File: src/rtl/adc_pkg.sv
// Purpose: shared constants, FSM state type and address-bit helper for the depth ADC sampler.
// Latency: none (declarations only).
// Backpressure: none.
package adc_pkg;

    localparam int FRAME_BITS = 16;
    localparam int DATA_BITS  = 12;
    localparam int RAW_W      = 32;
    localparam int BIT_W      = 4;

    localparam logic [BIT_W-1:0] ADDR_FIRST_BIT = 4'd2;
    localparam logic [BIT_W-1:0] DATA_FIRST_BIT = 4'd4;

    typedef enum logic [1:0] {
        IDLE,
        FRAME,
        DONE
    } state_t;

    // DIN value for frame bit k: channel address MSB first on bits 2..4, zero elsewhere.
    function automatic logic addr_bit(input logic [2:0] ch, input logic [BIT_W-1:0] k);
        logic b;
        b = 1'b0;
        if (k == ADDR_FIRST_BIT) begin
            b = ch[2];
        end else if (k == ADDR_FIRST_BIT + 4'd1) begin
            b = ch[1];
        end else if (k == ADDR_FIRST_BIT + 4'd2) begin
            b = ch[0];
        end
        return b;
    endfunction

endpackage

File: src/rtl/adc_sclk_gen.sv
// Purpose: SCLK half-period generator for one 16-bit frame, with rise/fall strobes and bit index.
// Latency: strobes are combinational, asserted the clk before the SCLK edge they announce.
// Backpressure: none; held in reset (SCLK high) whenever en is low.
module adc_sclk_gen
    import adc_pkg::*;
#(
    parameter int CLK_DIV = 25
) (
    input  logic             clk,
    input  logic             reset,
    input  logic             en,
    output logic             sclk,
    output logic             sclk_rise,
    output logic             sclk_fall,
    output logic [BIT_W-1:0] bit_idx,
    output logic             frame_end
);

    localparam int CNT_W  = $clog2(CLK_DIV);
    localparam int HALF_W = $clog2(2 * FRAME_BITS + 1);
    localparam logic [CNT_W-1:0]  CNT_LAST  = CNT_W'(CLK_DIV - 1);
    localparam logic [HALF_W-1:0] HALF_LAST = HALF_W'(2 * FRAME_BITS);

    // Half-period 0 is the leading high half; odd halves are low, even halves high.
    // The final even half (HALF_LAST) is the trailing high hold after the 16th rise.
    logic [CNT_W-1:0]  cnt_q;
    logic [HALF_W-1:0] half_q;
    logic              half_end;

    assign half_end  = en && (cnt_q == CNT_LAST);
    assign sclk_fall = half_end && !half_q[0] && (half_q != HALF_LAST);
    assign sclk_rise = half_end && half_q[0];
    assign frame_end = half_end && (half_q == HALF_LAST);
    assign bit_idx   = half_q[BIT_W:1];

    // Half-period counter and SCLK register; idle state is SCLK high.
    always_ff @(posedge clk) begin
        if (reset || !en) begin
            cnt_q  <= '0;
            half_q <= '0;
            sclk   <= 1'b1;
        end else if (half_end) begin
            cnt_q  <= '0;
            half_q <= half_q + HALF_W'(1);
            if (sclk_fall) begin
                sclk <= 1'b0;
            end else if (sclk_rise) begin
                sclk <= 1'b1;
            end
        end else begin
            cnt_q <= cnt_q + CNT_W'(1);
        end
    end

endmodule

File: src/rtl/adc_depth_sampler.sv
// Purpose: SPI master polling one ADC128S022 channel; emits a zero-extended 12-bit depth word (ADC_DEPTH_AVG_EN adds averaging).
// Latency: depth_valid fires 1 clk after the frame's DONE state; one frame = IDLE_CYCLES + 33*CLK_DIV + 1 clk.
// Backpressure: none; results are overwritten each update and the consumer must take the one-clk strobe.
module adc_depth_sampler
    import adc_pkg::*;
#(
    parameter int CLK_DIV     = 25,
    parameter int CHANNEL     = 0,
    parameter int IDLE_CYCLES = 50,
    parameter int AVG_LOG2    = 4
) (
    input  logic             clk,
    input  logic             reset,
    input  logic             enable,
    input  logic             ADC_SDAT,
    output logic             ADC_CS_N,
    output logic             ADC_SADDR,
    output logic             ADC_SCLK,
    output logic [RAW_W-1:0] raw_depth,
    output logic             depth_valid
);

    // Elaboration-time guard against illegal parameter values.
    if (CLK_DIV < 2 || IDLE_CYCLES < 1 || CHANNEL < 0 || CHANNEL > 7 ||
        AVG_LOG2 < 0 || AVG_LOG2 > 16) begin : g_bad_params
        $error("adc_depth_sampler: illegal parameter value");
    end

    localparam int GAP_W = $clog2(IDLE_CYCLES) + 1;
    localparam logic [GAP_W-1:0] GAP_LAST = GAP_W'(IDLE_CYCLES - 1);
    localparam logic [2:0]       CH       = 3'(CHANNEL);

    state_t             state_q, state_d;
    logic [GAP_W-1:0]   gap_q, gap_d;
    logic               sclk_rise, sclk_fall, frame_end;
    logic [BIT_W-1:0]   bit_idx;
    logic [DATA_BITS-1:0] shift_q;
    logic               discard_q;

    adc_sclk_gen #(
        .CLK_DIV (CLK_DIV)
    ) u_sclk_gen (
        .clk       (clk),
        .reset     (reset),
        .en        (state_q == FRAME),
        .sclk      (ADC_SCLK),
        .sclk_rise (sclk_rise),
        .sclk_fall (sclk_fall),
        .bit_idx   (bit_idx),
        .frame_end (frame_end)
    );

    assign ADC_CS_N = (state_q != FRAME);

    // FSM state and inter-frame gap counter registers.
    always_ff @(posedge clk) begin
        if (reset) begin
            state_q <= IDLE;
            gap_q   <= '0;
        end else begin
            state_q <= state_d;
            gap_q   <= gap_d;
        end
    end

    // Next-state: gap counter saturates in IDLE until enable allows the next frame.
    always_comb begin
        state_d = state_q;
        gap_d   = gap_q;
        case (state_q)
            IDLE: begin
                if (gap_q == GAP_LAST) begin
                    if (enable) begin
                        state_d = FRAME;
                    end
                end else begin
                    gap_d = gap_q + GAP_W'(1);
                end
            end
            FRAME: begin
                if (frame_end) begin
                    state_d = DONE;
                end
            end
            DONE: begin
                state_d = IDLE;
                gap_d   = '0;
            end
            default: begin
                state_d = IDLE;
                gap_d   = '0;
            end
        endcase
    end

`ifdef ADC_DEPTH_AVG_EN
    localparam int ACC_W = DATA_BITS + AVG_LOG2;
    localparam logic [AVG_LOG2:0] CNT_LAST = (AVG_LOG2 + 1)'((2 ** AVG_LOG2) - 1);

    logic [ACC_W-1:0]  acc_q;
    logic [AVG_LOG2:0] cnt_q;
    logic [ACC_W-1:0]  acc_sum;

    // 2^AVG_LOG2 samples of 12 bits always fit in ACC_W bits, so no overflow handling is needed.
    assign acc_sum = acc_q + ACC_W'(shift_q);
`endif

    // Serial datapath: DIN on falling edges, DOUT capture on rising edges, result handling in DONE.
    always_ff @(posedge clk) begin
        if (reset) begin
            ADC_SADDR   <= 1'b0;
            shift_q     <= '0;
            discard_q   <= 1'b1;
            raw_depth   <= '0;
            depth_valid <= 1'b0;
`ifdef ADC_DEPTH_AVG_EN
            acc_q       <= '0;
            cnt_q       <= '0;
`endif
        end else begin
            depth_valid <= 1'b0;
            if (sclk_fall) begin
                ADC_SADDR <= addr_bit(CH, bit_idx);
            end
            if (sclk_rise && (bit_idx >= DATA_FIRST_BIT)) begin
                shift_q <= {shift_q[DATA_BITS-2:0], ADC_SDAT};
            end
            if (state_q == DONE) begin
                // The first frame's data belongs to whatever channel the ADC powered up on.
                if (discard_q) begin
                    discard_q <= 1'b0;
                end else begin
`ifdef ADC_DEPTH_AVG_EN
                    if (cnt_q == CNT_LAST) begin
                        raw_depth   <= {{(RAW_W - DATA_BITS){1'b0}}, acc_sum[ACC_W-1:AVG_LOG2]};
                        depth_valid <= 1'b1;
                        acc_q       <= '0;
                        cnt_q       <= '0;
                    end else begin
                        acc_q <= acc_sum;
                        cnt_q <= cnt_q + (AVG_LOG2 + 1)'(1);
                    end
`else
                    raw_depth   <= {{(RAW_W - DATA_BITS){1'b0}}, shift_q};
                    depth_valid <= 1'b1;
`endif
                end
            end
        end
    end

endmodule

File: config.mk
export PLATFORM = sky130hd
export DESIGN_NAME = adc_depth_sampler
export DESIGN_NICKNAME = d
export VERILOG_FILES = /design/src/rtl/adc_pkg.sv /design/src/rtl/adc_sclk_gen.sv /design/src/rtl/adc_depth_sampler.sv
export SDC_FILE = /design/constraint.sdc
export NUM_CORES = 1
export LEC_CHECK = 0
export BUFFER_PORTS_ARGS = -buffer_cell sky130_fd_sc_hd__buf_4
export CAP_MARGIN = 0
export CORE_MARGIN = 3
export CORE_UTILIZATION = 58
export CTS_CLUSTER_DIAMETER = 150
export DETAILED_ROUTE_END_ITERATION = 6
export PLACE_DENSITY = 0.92
export SKIP_LAST_GASP = 1
export SLEW_MARGIN = 5
export SYNTH_ARGS = -nofsm -noshare
export SYNTH_HDL_FRONTEND = slang
export SYNTH_SLANG_ARGS = --single-unit
File: constraint.sdc
create_clock -name clk -period 2.2 [get_ports clk]
set_input_delay 0.44 -clock clk [delete_from_list [all_inputs] [get_ports clk]]
set_output_delay 0.44 -clock clk [all_outputs]
set_load 0.01 [all_outputs]
==> impl_metrics.json, run 1 <==
{
  "netlist_area_sq_um": 2070,
  "synth_common_cells": "dfxtp_1, nor2_1, nand2_1, buf_4, mux2i_1",
  "cp_data_required_time_ps": 1760,
  "ys_ff_latch": 47,
  "dp_hpwl_um": 2330,
  "cap_violations": 0,
  "finClkSkew_ps": 18.4,
  "power.leakage_nw": 0.835,
  "drtIter0Drc": 92,
  "area_growth_pct": 8.03,
  "routed_wirelength_um": 3210,
  "grtUsageMet3": 0.0357,
  "dieArea_sq_um": 4330,
  "power.internal_mw": 1.11,
  "ys_async_sr_fraction": 0,
  "min_period_ps": 1740,
  "vias": 1448,
  "rr_startpoint": "u_sclk_gen.cnt_q[0]",
  "critPathLaunch": "state_q[0]",
  "clock.fmax_mhz": 575,
  "synth_edf_count": 0,
  "clock_sinks": 47,
  "route.detailed.drc": 0,
  "worstHoldStart": "ADC_SDAT",
  "crit_arrival_ps": 1300,
  "syn_area_per_cell_sq_um": 9.13,
  "syn_inst": 227,
  "cts.clk_slew.worst_paths_ps": 140,
  "fillers": 254,
  "final_area_sq_um": 2240,
  "cp_max_fo": 5,
  "dr.pass1.iters": 4,
  "comb_power_share": 0.029,
  "path_cells": "or2b_1 > buf_4",
  "cts_buffers": 5,
  "wl_per_cell_um": 11.0,
  "power_switching_share": 0.225,
  "die_w_um": 65.8,
  "synth_top_area_cell": "dfxtp_1",
  "clock_power_share": 0.369,
  "grt_pass1_vias": 1258,
  "ys.flop_type": "dfxtp_1",
  "setup_viol": 0,
  "seq_area_frac_synth": 0.454,
  "synth_area_leaders": "dfxtp_1, buf_4, mux2i_1",
  "hold_class": "in2reg",
  "htreeDepth": 2,
  "postCtsResizedCells": 0,
  "cts_max_path_buffers": 2,
  "root_buffer": "clkbuf_4",
  "portBuffers": 18,
  "core-area_sq_um": 3390,
  "grtUsageMet2": 0.253,
  "place_area_sq_um": 2150,
  "antenna_cells": 0,
  "power_mw": 1.43,
  "track_usage": 0.160,
  "viasPerCell": 4.96,
  "cp-start-kind": "flip-flop",
  "use_met1": 0.198,
  "die_h_um": 65.8,
  "hold_violations": 0,
  "num_io_pins": 40,
  "post-route-period-util": 0.791,
  "cts_tree": "done",
  "drive_gt1_frac": 0.134,
  "antenna_found_initial": 0,
  "grt-ovfl-total": 0,
  "start_util": 0.611,
  "p_per_area_nw_per_um2": 639,
  "grt_start_max_net_pins": 28,
  "place_congestion": 0.837,
  "cp_slowest_cell": "dfxtp_1",
  "critical_path.top_delay_family": "flip-flops",
  "postCtsSetupRepairBufs": 0,
  "synth_top_area_frac": 0.454,
  "insertion_delay_ps": 370,
  "final_nets": 255,
  "outcome": "complete, no violations",
  "slew_violations": 0,
  "tns_ps": 0,
  "grt_pass1_wl_um": 5300,
  "hold_buffers": 0,
  "row_count": 21,
  "yosys_warnings": 0,
  "drtAntennaViolNets": 0,
  "seqPwrFrac": 0.602,
  "rsz0062_at_grt": "no",
  "peakVddDrop_mv": 0.452,
  "p_sw_mw": 0.322,
  "top_usage_layer": "met2",
  "crit_path_end_kind": "output port",
  "crit_type": "reg2out",
  "critical_path.max_stage_delay_ps": 460,
  "synth.distinct_cells": 38,
  "synthMostInstantiatedCell": "dfxtp_1",
  "path_buf_inv": 1,
  "worst_slack_ps": 460,
  "dp_worst_setup_slack_ps": 462
}
-- cells by family after synthesis --
kind of cell | synth area share
XOR/XNOR | 0.0507
other | 0.00181
AND/OR/NAND/NOR | 0.228
flip-flops | 0.454
multiplexers | 0.0676
adder cells (fa/ha/maj) | 0.0362
buffers and inverters | 0.109
AO/OA/AOI/OAI | 0.0519
-- tightest hold or removal path: stages --
cell     delay (ps)
buf_4            80
mux2i_1          50
nor2_1           80
-- flip-flops by register name, summed over array words and instances (netlist names) --
register,count
raw_depth,12
shift_q,12
gap_q,7
u_sclk_gen.half_q,6
u_sclk_gen.cnt_q,5
state_q,2
depth_valid,1
discard_q,1
u_sclk_gen.sclk,1
-- final timing paths --
check / end / slack [ps] / depth (start not counted)
max: ADC_CS_N / 460 / 2
max reg2reg: u_sclk_gen.sclk / 550 / 6
min reg2reg: raw_depth[8] / 460 / 2
min: shift_q[0] / 320 / 3
-- layout make-up --
cell class / instances / area (sq um) / area share
flip-flops and latches: 47 / 941 / 0.420
clock inverters: 3 / 46.3 / 0.0207
repair buffers: 20 / 150 / 0.0671
inverters: 7 / 26.3 / 0.0117
clock buffers: 5 / 37.5 / 0.0168
well taps: 46 / 57.6 / 0.0257
multi-input cells: 164 / 980 / 0.438
-- per-layer routing --
layer | part of all wire | wire (um)
met5 | 0 | 0
met3 | 0.053 | 171
met4 | 0.022 | 72
met1 | 0.46 | 1470
met2 | 0.47 | 1500
-- stage by stage --
| step | instances | hold WS, ps | util |
|---|---|---|---|
| after detailed placement | 284 | 449 | 0.636 |
| after global placement | 284 | 441 | 0.636 |
| after CTS | 292 | 308 | 0.660 |
| after floorplan | 247 | 430 | - |
| final | 292 | 325 | 0.660 |
| after global routing | 292 | 335 | 0.660 |
-- layout by cell type (no fill, tap or decap), drive strengths merged --
| master | Yosys | layout |
|---|---|---|
| a211oi | 1 | 1 |
| nand3 | 4 | 4 |
| inv | 7 | 8 |
| a21oi | 13 | 13 |
| nor4 | 1 | 1 |
| and4bb | 1 | 1 |
| conb | 1 | 21 |
| buf | 26 | 20 |
| and2 | 2 | 2 |
| nor3 | 3 | 3 |
| nand2b | 3 | 3 |
| a22o | 1 | 1 |
| xor2 | 6 | 6 |
| mux2i | 14 | 14 |
| dfxtp | 47 | 47 |
| nand4 | 3 | 3 |
| nor3b | 2 | 2 |
| nand3b | 1 | 1 |
| nand2 | 30 | 30 |
| or3 | 2 | 2 |
| clkbuf | 3 | 5 |
| or2b | 1 | 1 |
| ha | 6 | 6 |
| and3 | 1 | 1 |
| a221o | 1 | 1 |
| or2 | 3 | 3 |
| nand4b | 2 | 2 |
| o31a | 1 | 1 |
| nor2 | 33 | 33 |
| bufinv | 0 | 1 |
| xnor2 | 6 | 6 |
| clkinvlp | 0 | 1 |
| and4b | 1 | 1 |
| a21o | 1 | 1 |
-- power by group through the flow --
stage,Clock [mW],Sequential (mW),Combinational (mW)
floorplan,0,0.879,0.0622
global placement,0,0.880,0.0398
detailed placement,0,0.881,0.0407
CTS,0.542,0.862,0.0408
global route,0.565,0.863,0.0476
finish,0.528,0.862,0.0412
No activity file was read; power rests on OpenSTA's default activity.
==> run 2: changes to the inputs <==
CORE_UTILIZATION = 49   (was 58)
PLACE_DENSITY = 0.84   (was 0.92)
clock period = 1.6 ns   (was 2.2 ns; I/O delays follow)
==> impl_metrics.json, run 2 (synthesis results as in run 1) <==
{
  "power.leakage_nw": 0.891,
  "tns_ps": 0,
  "row_count": 23,
  "finish.utilization": 0.584,
  "top_regs": "raw_depth: 12 flops, shift_q: 12 flops, gap_q: 7 flops",
  "most-common-layout-cells": "dfxtp_1, nor2_1, nand2_1, buf_4, conb_1",
  "hold_class": "in2reg",
  "dp_hpwl_um": 2460,
  "portBuffers": 18,
  "num_io_pins": 40,
  "place_area_sq_um": 2200,
  "htreeDepth": 2,
  "dr.pass1.iters": 4,
  "cts.clk_slew.worst_paths_ps": 80,
  "core-area_sq_um": 4030,
  "cp_slowest_cell": "dfxtp_1",
  "crit_arrival_ps": 1230,
  "area_growth_pct": 13.6,
  "start_util": 0.514,
  "critical_path.top_delay_family": "flip-flops",
  "vias": 1445,
  "clock_sinks": 47,
  "wl_per_cell_um": 11.7,
  "track_usage": 0.150,
  "root_buffer": "clkbuf_8",
  "power_switching_share": 0.207,
  "setup_viol": 0,
  "comb_power_share": 0.029,
  "clock.fmax_mhz": 646,
  "path_buf_inv": 1,
  "critical_path.max_stage_delay_ps": 450,
  "seqPwrFrac": 0.553,
  "cap_violations": 0,
  "crit_path_end_kind": "output port",
  "viasPerCell": 4.78,
  "final_nets": 261,
  "cp_data_required_time_ps": 1280,
  "outcome": "complete, no violations",
  "grt_start_max_net_pins": 27,
  "power.internal_mw": 1.70,
  "antenna_found_initial": 0,
  "p_per_area_nw_per_um2": 910,
  "crit_type": "reg2out",
  "grt_pass1_wl_um": 5980,
  "min_period_ps": 1550,
  "cts_buffers": 5,
  "rsz0062_at_grt": "no",
  "dieArea_sq_um": 5040,
  "insertion_delay_ps": 300,
  "hold_buffers": 0,
  "slew_violations": 0,
  "cts_tree": "done",
  "drtIter0Drc": 99,
  "place_congestion": 0.774,
  "cp_max_fo": 5,
  "route.detailed.drc": 0,
  "drtAntennaViolNets": 0,
  "die_h_um": 71.0,
  "grt_pass1_vias": 1355,
  "cts_max_path_buffers": 2,
  "drive_gt1_frac": 0.175,
  "finClkSkew_ps": 8.57,
  "hold_violations": 0,
  "p_sw_mw": 0.444,
  "cp-start-kind": "flip-flop",
  "antenna_cells": 0,
  "final_area_sq_um": 2350,
  "layout_commonest_cell": "dfxtp_1",
  "fillers": 354,
  "post-route-period-util": 0.967,
  "path_cells": "or2b_1 > buf_4",
  "clock_power_share": 0.419,
  "die_w_um": 71.0,
  "grt-ovfl-total": 0,
  "peakVddDrop_mv": 0.624,
  "routed_wirelength_um": 3540
}
-- run 2: cell types whose count changed in the layout (fill, tap and decap cells not counted), moves of 2 or more --
cell | before | now
clkbuf_8 | 0 | 6
clkbuf_4 | 5 | 0
buf_4 | 20 | 24
dfxtp_1 | 47 | 45
dfxtp_2 | 0 | 2
inv_1 | 7 | 5
inv_2 | 0 | 2
-- run 2: stage by stage --
stage	hold WS [ps]	setup slack (ps)	cells	total power [mW]
after floorplan	430	95.4	247	1.29
final	260	53.0	302	2.14
after global routing	274	0.708	302	2.22
after CTS	258	-1.45	301	2.16
after detailed placement	450	-6.99	292	1.27
after global placement	444	61.3	292	1.27
-- run 2: area by class of cell --
class	instances	area [sq um]	share of cell area
clock inverter	2	35.0	0.0149
inverter	7	26.3	0.0112
clock buffer	6	82.6	0.0351
multi-input combinational	164	992	0.422
sequential	47	943	0.401
timing repair buffer	26	211	0.0898
tap	50	62.6	0.0266
-- run 2: final timing paths --
kind                             from                    to  slack (ps)  depth (start not counted)
setup / recovery           state_q[0]              ADC_CS_N          50                          2
hold / removal               ADC_SDAT            shift_q[0]         260                          3
setup reg to reg  u_sclk_gen.cnt_q[0]  u_sclk_gen.half_q[4]         110                          7
hold reg to reg   u_sclk_gen.cnt_q[0]   u_sclk_gen.cnt_q[0]         450                          1
-- run 2: power by group through the flow --
stage	registers [mW]	logic (mW)	clock network [mW]
floorplan	1.21	0.0856	0
global placement	1.21	0.0590	0
detailed placement	1.21	0.0599	0
CTS	1.18	0.0605	0.916
global route	1.19	0.0693	0.962
finish	1.18	0.0613	0.896
-- run 2: per-layer routing --
| metal | GRT usage | share of wire | vias to the layer above |
|---|---|---|---|
| met4 | 0.0668 | 0.025 | 0 |
| li1 | - | - | 748 |
| met5 | 0 | 0 | - |
| met1 | 0.177 | 0.44 | 656 |
| met3 | 0.0540 | 0.046 | 9 |
| met2 | 0.245 | 0.49 | 32 |
-- run 2: worst reg2reg max path, delay by kind of cell (launching register included) --
| family | cells | cell delay (ps) |
|---|---|---|
| mux | 1 | 140 |
| simple gates | 3 | 560 |
| fa+ha+maj | 1 | 130 |
| buf+inv | 2 | 210 |
| flops | 1 | 350 |
-- run 2: repair_timing --
item,CTS,global route
pin swaps,2,2
cloned,0,0
buffers inserted,1,1
setup endpoints to repair,2,11
gates resized for setup,0,7
